===== config.mk =====
export PLATFORM = sky130hd
export DESIGN_NAME = data_mem_lsu
export DESIGN_NICKNAME = d
export VERILOG_FILES = /design/src/rtl/data_mem_lsu_pkg.sv /design/src/rtl/data_mem_lsu_lane_align.sv /design/src/rtl/data_mem_lsu.sv
export SDC_FILE = /design/constraint.sdc
export NUM_CORES = 2
export LEC_CHECK = 0
export ABC_AREA = 0
export BUFFER_PORTS_ARGS = -buffer_cell sky130_fd_sc_hd__buf_2
export CAP_MARGIN = 10
export CORE_MARGIN = 2
export CORE_UTILIZATION = 45
export DETAILED_ROUTE_END_ITERATION = 7
export GPL_TIMING_DRIVEN = 1
export PLACE_DENSITY = 0.72
export SKIP_LAST_GASP = 1
export SLEW_MARGIN = 25
export SYNTH_ARGS = -nofsm -noshare
export SYNTH_HDL_FRONTEND = slang
export SYNTH_HIERARCHICAL = 1
export SYNTH_SLANG_ARGS = --single-unit

===== constraint.sdc =====
create_clock -name clk -period 4.8 [get_ports clk]
set_clock_uncertainty 0.1 [all_clocks]
set_input_delay 0 -clock clk [delete_from_list [all_inputs] [get_ports clk]]
set_output_delay 0 -clock clk [all_outputs]
set_load 0.01 [all_outputs]

===== src/rtl/data_mem_lsu_pkg.sv =====
// Shared definitions for the byte-addressable data memory LSU:
// RV32I load/store funct3 codes, FSM state encoding and the request payload.
package data_mem_lsu_pkg;

    localparam int unsigned XLEN_W   = 32;
    localparam int unsigned F3_W_BITS = 3;

    // RV32I funct3 codes for loads and stores
    localparam logic [F3_W_BITS-1:0] F3_B  = 3'b000;
    localparam logic [F3_W_BITS-1:0] F3_H  = 3'b001;
    localparam logic [F3_W_BITS-1:0] F3_W  = 3'b010;
    localparam logic [F3_W_BITS-1:0] F3_BU = 3'b100;
    localparam logic [F3_W_BITS-1:0] F3_HU = 3'b101;

    typedef enum logic [1:0] {
        ST_IDLE = 2'd0,
        ST_WAIT = 2'd1,
        ST_RESP = 2'd2
    } lsu_state_t;

    // One captured memory request
    typedef struct packed {
        logic                  we;
        logic [F3_W_BITS-1:0]  funct3;
        logic [XLEN_W-1:0]     addr;
        logic [XLEN_W-1:0]     wdata;
    } lsu_req_t;

endpackage


===== src/rtl/data_mem_lsu_lane_align.sv =====
// Byte-lane steering for RV32I loads/stores (combinational).
// Ports:
//   we, funct3, lane  - access type, size/sign and byte offset addr[1:0]
//   wdata             - raw store data from the datapath
//   word              - memory word currently addressed
//   be, wlane         - per-byte write enables and lane-replicated store data
//   ldata             - extracted and extended load value (0 on error)
//   err               - misaligned access or illegal funct3
module data_mem_lsu_lane_align
    import data_mem_lsu_pkg::*;
(
    input  logic                 we,
    input  logic [F3_W_BITS-1:0] funct3,
    input  logic [1:0]           lane,
    input  logic [XLEN_W-1:0]    wdata,
    input  logic [XLEN_W-1:0]    word,
    output logic [3:0]           be,
    output logic [XLEN_W-1:0]    wlane,
    output logic [XLEN_W-1:0]    ldata,
    output logic                 err
);

    logic [XLEN_W-1:0] shifted;
    logic              misalign;
    logic              illegal;

    // Decode size/sign, steer lanes and extend the loaded value
    always_comb begin
        be       = 4'b0000;
        wlane    = wdata;
        ldata    = '0;
        misalign = 1'b0;
        illegal  = 1'b0;
        shifted  = word >> {lane, 3'b000};
        case (funct3)
            F3_B: begin
                be    = 4'b0001 << lane;
                wlane = {4{wdata[7:0]}};
                ldata = {{24{shifted[7]}}, shifted[7:0]};
            end
            F3_H: begin
                misalign = lane[0];
                be       = lane[1] ? 4'b1100 : 4'b0011;
                wlane    = {2{wdata[15:0]}};
                ldata    = {{16{shifted[15]}}, shifted[15:0]};
            end
            F3_W: begin
                misalign = (lane != 2'b00);
                be       = 4'b1111;
                ldata    = shifted;
            end
            F3_BU: begin
                illegal = we;
                ldata   = {24'd0, shifted[7:0]};
            end
            F3_HU: begin
                illegal  = we;
                misalign = lane[0];
                ldata    = {16'd0, shifted[15:0]};
            end
            default: illegal = 1'b1;
        endcase
        err = misalign | illegal;
        // An erroneous access neither writes nor returns data
        if (err) begin
            be    = 4'b0000;
            ldata = '0;
        end
    end

endmodule


===== src/rtl/data_mem_lsu.sv =====
// Byte-addressable data memory with RV32I load/store semantics and a
// valid/ready request/response handshake with configurable read latency.
// Ports:
//   clk, rst                      - clock, synchronous active-low reset
//   req_valid/req_ready           - request handshake
//   req_we, req_funct3            - store/load and access size/sign
//   req_addr, req_wdata           - byte address (low ADDR_W bits used), store data
//   resp_valid/resp_ready         - response handshake
//   resp_rdata, resp_err          - extended load data, access error flag
module data_mem_lsu
    import data_mem_lsu_pkg::*;
#(
    parameter int unsigned XLEN    = 32,
    parameter int unsigned ADDR_W  = 8,
    parameter int unsigned LATENCY = 1
)(
    input  logic                 clk,
    input  logic                 rst,
    input  logic                 req_valid,
    output logic                 req_ready,
    input  logic                 req_we,
    input  logic [2:0]           req_funct3,
    input  logic [XLEN-1:0]      req_addr,
    input  logic [XLEN-1:0]      req_wdata,
    output logic                 resp_valid,
    input  logic                 resp_ready,
    output logic [XLEN-1:0]      resp_rdata,
    output logic                 resp_err
);

    localparam int unsigned WORD_W = ADDR_W - 2;
    localparam int unsigned DEPTH  = 2 ** WORD_W;
    localparam int unsigned CNT_W  = 2;

    logic [XLEN-1:0]   mem [DEPTH];

    lsu_state_t        state_q, state_d;
    logic [CNT_W-1:0]  cnt_q, cnt_d;
    lsu_req_t          req_q, req_d, req_in, act;
    logic              ready_q, ready_d;
    logic              valid_q, valid_d;
    logic [XLEN-1:0]   rdata_q, rdata_d;
    logic              err_q, err_d;

    logic              accept;
    logic              load_now;
    logic [WORD_W-1:0] word_idx;
    logic [XLEN-1:0]   mem_word;
    logic [3:0]        be;
    logic [XLEN-1:0]   wlane;
    logic [XLEN-1:0]   ldata;
    logic              acc_err;
    logic              unused_addr_bits;

    assign req_in = '{we: req_we, funct3: req_funct3, addr: req_addr, wdata: req_wdata};

    // In IDLE the incoming request is live; afterwards the captured copy is used
    assign act      = (state_q == ST_IDLE) ? req_in : req_q;
    assign word_idx = act.addr[ADDR_W-1:2];
    assign mem_word = mem[word_idx];

    // Address bits above ADDR_W alias and are deliberately ignored
    assign unused_addr_bits = ^act.addr[XLEN-1:ADDR_W];

    data_mem_lsu_lane_align u_align (
        .we     (act.we),
        .funct3 (act.funct3),
        .lane   (act.addr[1:0]),
        .wdata  (act.wdata),
        .word   (mem_word),
        .be     (be),
        .wlane  (wlane),
        .ldata  (ldata),
        .err    (acc_err)
    );

    // Ready is forced low for the whole time reset is held
    assign req_ready  = ready_q & rst;
    assign accept     = req_valid & req_ready;
    assign resp_valid = valid_q;
    assign resp_rdata = rdata_q;
    assign resp_err   = err_q;

    // Next-state and response data
    always_comb begin
        state_d  = state_q;
        cnt_d    = cnt_q;
        req_d    = req_q;
        rdata_d  = rdata_q;
        err_d    = err_q;
        load_now = 1'b0;
        case (state_q)
            ST_IDLE: begin
                if (accept) begin
                    req_d = req_in;
                    cnt_d = '0;
                    if (LATENCY == 1) begin
                        state_d  = ST_RESP;
                        load_now = 1'b1;
                    end else begin
                        state_d = ST_WAIT;
                    end
                end
            end
            ST_WAIT: begin
                cnt_d = cnt_q + CNT_W'(1);
                if (cnt_d == CNT_W'(LATENCY - 1)) begin
                    state_d  = ST_RESP;
                    load_now = 1'b1;
                    cnt_d    = '0;
                end
            end
            ST_RESP: begin
                if (resp_ready) begin
                    state_d = ST_IDLE;
                end
            end
            default: state_d = ST_IDLE;
        endcase
        // Sample the word on the edge that enters RESP
        if (load_now) begin
            rdata_d = (act.we || acc_err) ? '0 : ldata;
            err_d   = acc_err;
        end
        valid_d = (state_d == ST_RESP);
        ready_d = (state_d == ST_IDLE);
    end

    // State and response registers
    always_ff @(posedge clk) begin
        if (!rst) begin
            state_q <= ST_IDLE;
            cnt_q   <= '0;
            req_q   <= '0;
            ready_q <= 1'b0;
            valid_q <= 1'b0;
            rdata_q <= '0;
            err_q   <= 1'b0;
        end else begin
            state_q <= state_d;
            cnt_q   <= cnt_d;
            req_q   <= req_d;
            ready_q <= ready_d;
            valid_q <= valid_d;
            rdata_q <= rdata_d;
            err_q   <= err_d;
        end
    end

    // Store commit on the accept edge; array contents survive reset
    always_ff @(posedge clk) begin
        if (accept && act.we && !acc_err) begin
            for (int b = 0; b < 4; b++) begin
                if (be[b]) begin
                    mem[word_idx][8*b +: 8] <= wlane[8*b +: 8];
                end
            end
        end
    end

endmodule


==> metrics.md <==
| Metric | Value |
|---|---|
| Largest stage delay on the critical path | 0.77 ns |
| Initial antenna violation count | 9 |
| Ranking of synthesized cells by instance count | sky130_fd_sc_hd__edfxtp_1, sky130_fd_sc_hd__nand2_1, sky130_fd_sc_hd__a22oi_1, sky130_fd_sc_hd__mux2i_1, sky130_fd_sc_hd__nor3_1 |
| Status | complete, but fails checks |
| Setup slack of the critical path after layout | 0.0345 ns |
| Buffer depth of the longest clock path | 3 |
| Final-report max-slew violation count | 0 |
| Switching power | 0.00902 W |
| Final-report hold violation count | 0 |
| H-tree depth reported by CTS | 4 |
| Worst-case setup slack after placement | -0.0230 ns |
| Leading register cell type out of synthesis | sky130_fd_sc_hd__edfxtp_1 |
| Initial core utilization | 0.452 |
| First DRT Iteration DRCs | 9042 |
| Most used cell, CP | sky130_fd_sc_hd__buf_4 |
| Number of detailed-route iterations in the first pass | 8 |
| Crit path max-delay cell type | sky130_fd_sc_hd__or4b_1 |
| Biggest area contributors in the synthesized netlist | sky130_fd_sc_hd__edfxtp_1, sky130_fd_sc_hd__mux2i_1, sky130_fd_sc_hd__a22oi_1 |
| Area share of the largest cell type after synthesis | 0.745 |
| Transition at the pin with the smallest max-transition slack | 1.06 ns |
| Overflow left after global routing | 0 |
| TritonCTS clock tree | built |
| Share of power burned in combinational logic | 0.080 |
| Top routing layer in use | met5 |
| Relative slew slack | 0.293 |
| Proportion of layout cells with a drive suffix above 1 | 0.176 |
| Beginning of the critical path | state_q[0] |
| Row count | 157 |
| Share of the core filled with cells | 0.532 |
| Vias per Instance | 6.48 |
| Number of standard cells in the final layout excluding fillers | 8325 |
| Cell count after placement | 7776 |
| Number of nets in the final layout | 5838 |
| Buffers added on ports | 82 |
| Number of global-route vias before repair | 52500 |
| Required time worst endpoint | 5.44 ns |
| First-pass GRT wire length | 369000 um |
| Total number of yosys warnings | 6 |
| Number of nets still failing antenna checks after routing | 0 |
| Adder and majority gate portion of the synthesized area | 0.000152 |
| Share of total power in sequential cells | 0.535 |
| Clock-pin slew of the registers on the worst-case setup and hold paths | 0.07 ns |
| Ordered list of cells on the worst path | buf_4, o211ai_4, a21boi_4, buf_4, buf_4, buf_4, a2bb2oi_1, a31oi_1, nor4_2, or4b_1, mux2i_1, a211oi_1, a22oi_1, nor2b_1 |
| Final worst path period need | 4.77 ns |
| Worst skew pair latency | 0.85 ns |
| Area leader, netlist | sky130_fd_sc_hd__edfxtp_1 |
| Area Overhead vs Synth | 17.6% |
| Cell area after placement | 0.0893 mm^2 |
| Post-Route M1 WL | 89500 um |
| Fin crit share | 0.993 |
| Share of the synthesized netlist area taken by xor and xnor gates | 0.000106 |
| Termination of the worst setup path | resp_rdata[5] |
| R2r worst-path depth | 14 |
| Seq cells post-synth | 2131 |
| RePlAce Congestion | 0.933 |
| Hold path startpoint | req_wdata[7] |
| Post-Syn Area | 0.0826 mm^2 |
| Via count | 54000 |
| Synth Net Count | 5212 |
| Leakage | 31.5 nW |
| Number of buffers created by CTS | 198 |
| Dominant combinational cell family by area after synthesis | compound AO/OA/AOI/OAI gates |
| Arrival time of the worst setup path | 5.40 ns |
| Ports placed on the boundary | 107 |
| Count of flip-flops with a built-in enable after synthesis | 2048 |
| Max Clock Freq | 210 MHz |
| Mean instance size in the synthesized netlist | 16.1 um^2 |
| Number of DRC violations after detailed routing | 14 |
| Wirelength, routed | 258000 um |
| Maximum number of pins on one net before global-route repair | 83 |
| Routed length per placed instance | 31.0 um |
| Total chip power | 0.0386 W |
| Sink Count | 2131 |
| Internal Power | 0.0296 W |
| Clock group share of total power | 0.385 |
| Total Routing Usage GR | 0.272 |
| Unrepaired setup endpoints after global routing | no |
| Multiplexer share of the synthesized area | 0.0371 |
| HPWL after detailed placement | 158000 um |
| Simple-gate area share of the yosys netlist | 0.0561 |
| Share of the synthesized area in compound gates (AO/OA/AOI/OAI) | 0.117 |
| Critical Path Sink Type | flop |
| Die width | 432 um |
| Type of the most critical hold path | in -> reg |
| Most frequent cell after synthesis | sky130_fd_sc_hd__edfxtp_1 |
| Floorplan core area | 0.183 mm^2 |
| Number of max-cap violations | 0 |
| FFs w/ async S/R, synth | 0 |
| Setup fix buffers added after clock tree synthesis | 0 |
| Setup Viol. Count Final | 0 |
| Category of the critical setup timing path | reg -> reg |
| Chip Height | 432 um |
| Met2 Wirelength | 116000 um |
| Switching share of total power | 0.233 |
| Cell chosen for the clock root | sky130_fd_sc_hd__clkbuf_16 |
| Post-route cell area | 0.0971 mm^2 |
| Gate count after technology mapping | 5139 |
| Destination of the worst register-to-register timing path | resp_rdata[5] |
| DIE AREA | 0.187 mm^2 |
| Worst IR drop on VDD | 0.000403 V |
| Met3 layer wire length in the routed design | 35800 um |
| Maximum fanout along the worst path | 13 |
| Post-synthesis sequential area ratio | 0.765 |
| Distinct cell type count after synthesis | 82 |
| Setup slack on the worst flop-to-flop path | 0.03 ns |
| Nature of the critical path startpoint | flop |
| Failing checks | DRC |
| Worst reg2reg path startpoint | state_q[0] |
| Power per unit of standard cell area | 398 mW/mm^2 |
-- state kept, by name, indices dropped and copies added, names as in the netlist --
name	flops
mem	2048
resp_rdata	32
cnt_q	2
ready_q	1
state_q	2
resp_err	1
req_q	44
resp_valid	1
-- cell type report --
cell class              instances  area, um^2
clock inverters               100         797
multi-input cells            2613       17800
diodes                          7        17.5
repair buffers                818        7070
well taps                    2385        2980
flip-flops and latches       2131       63200
clock buffers                 268        5240
fillers                     14000       85600
inverters                       3        11.3
-- stage by stage --
stage	setup TNS, ns	hold slack (ns)
floorplan	0	0.0449
global placement	0	0.163
detailed placement	-0.0230	0.172
CTS	0	0.0965
global route	0	0.125
finish	0	0.145
-- routing by layer --
| layer | vias up | track usage |
|---|---|---|
| li1 | 22100 | - |
| met2 | 4222 | 0.416 |
| met5 | - | 0 |
| met4 | 16 | 0.151 |
| met3 | 830 | 0.0762 |
| met1 | 26800 | 0.352 |
-- power groups by stage --
stage          combinational (W)  clock [W]  sequential [W]
2_1_floorplan            0.00144          0          0.0211
3_3_place_gp             0.00282          0          0.0211
3_5_place_dp             0.00288          0          0.0211
4_1_cts                  0.00298     0.0149          0.0207
5_1_grt                  0.00317     0.0156          0.0207
6_report                 0.00310     0.0149          0.0207
-- how the worst min path moves through the flow --
stage	slack, ns	cells after the start	to
after CTS	0.1	4	mem[5][7]
after global routing	0.13	4	mem[5][7]
final	0.15	4	mem[5][7]
after floorplan	0.04	2	req_q[37]
after global placement	0.16	3	req_q[3]
after detailed placement	0.17	3	req_q[25]
-- kinds of logic after synthesis --
kind of cell             count (synthesis)
multiplexers                           299
flip-flops                            2131
AND/OR/NAND/NOR                       1004
XOR/XNOR                                 1
AO/OA/AOI/OAI                         1308
adder cells (fa/ha/maj)                  1
buffers and inverters                  395
-- worst max-delay path: cells and delay by family, from the launching register on --
family | cells | cell delay [ns]
buffers and inverters | 4 | 0.94
muxes | 1 | 0.47
AOI/OAI and AO/OA | 6 | 1.37
DFF | 1 | 0.39
and+or+nand+nor | 3 | 1.34
-- timing repair --
item | CTS | global route
setup endpoints to repair | 1 | 27
endpoints found under the hold margin | 338 | 0
gates resized for setup | 2 | 5
hold buffers | 174 | 0
-- layout by cell type (no fill, tap or decap), types with 65 or more instances in the layout --
cell type                       netlist  routed
sky130_fd_sc_hd__a2bb2oi_1           66      66
sky130_fd_sc_hd__o21ai_0            101     101
sky130_fd_sc_hd__a221oi_1            66      65
sky130_fd_sc_hd__a22oi_1            297     297
sky130_fd_sc_hd__a222oi_1           164     164
sky130_fd_sc_hd__clkbuf_1           151      69
sky130_fd_sc_hd__edfxtp_1          2048    2048
sky130_fd_sc_hd__nand2_1            480     461
sky130_fd_sc_hd__dfxtp_1             83      81
sky130_fd_sc_hd__a31oi_1            161     161
sky130_fd_sc_hd__buf_4               56     507
sky130_fd_sc_hd__buf_2              133      82
sky130_fd_sc_hd__clkbuf_16            0     199
sky130_fd_sc_hd__nor3_1             208     206
sky130_fd_sc_hd__dlygate4sd3_1        0     174
sky130_fd_sc_hd__a21oi_1            183     172
sky130_fd_sc_hd__mux2i_1            264     263
sky130_fd_sc_hd__nor2_1             125     107
Note: power is estimated with default switching activity, not from simulation.
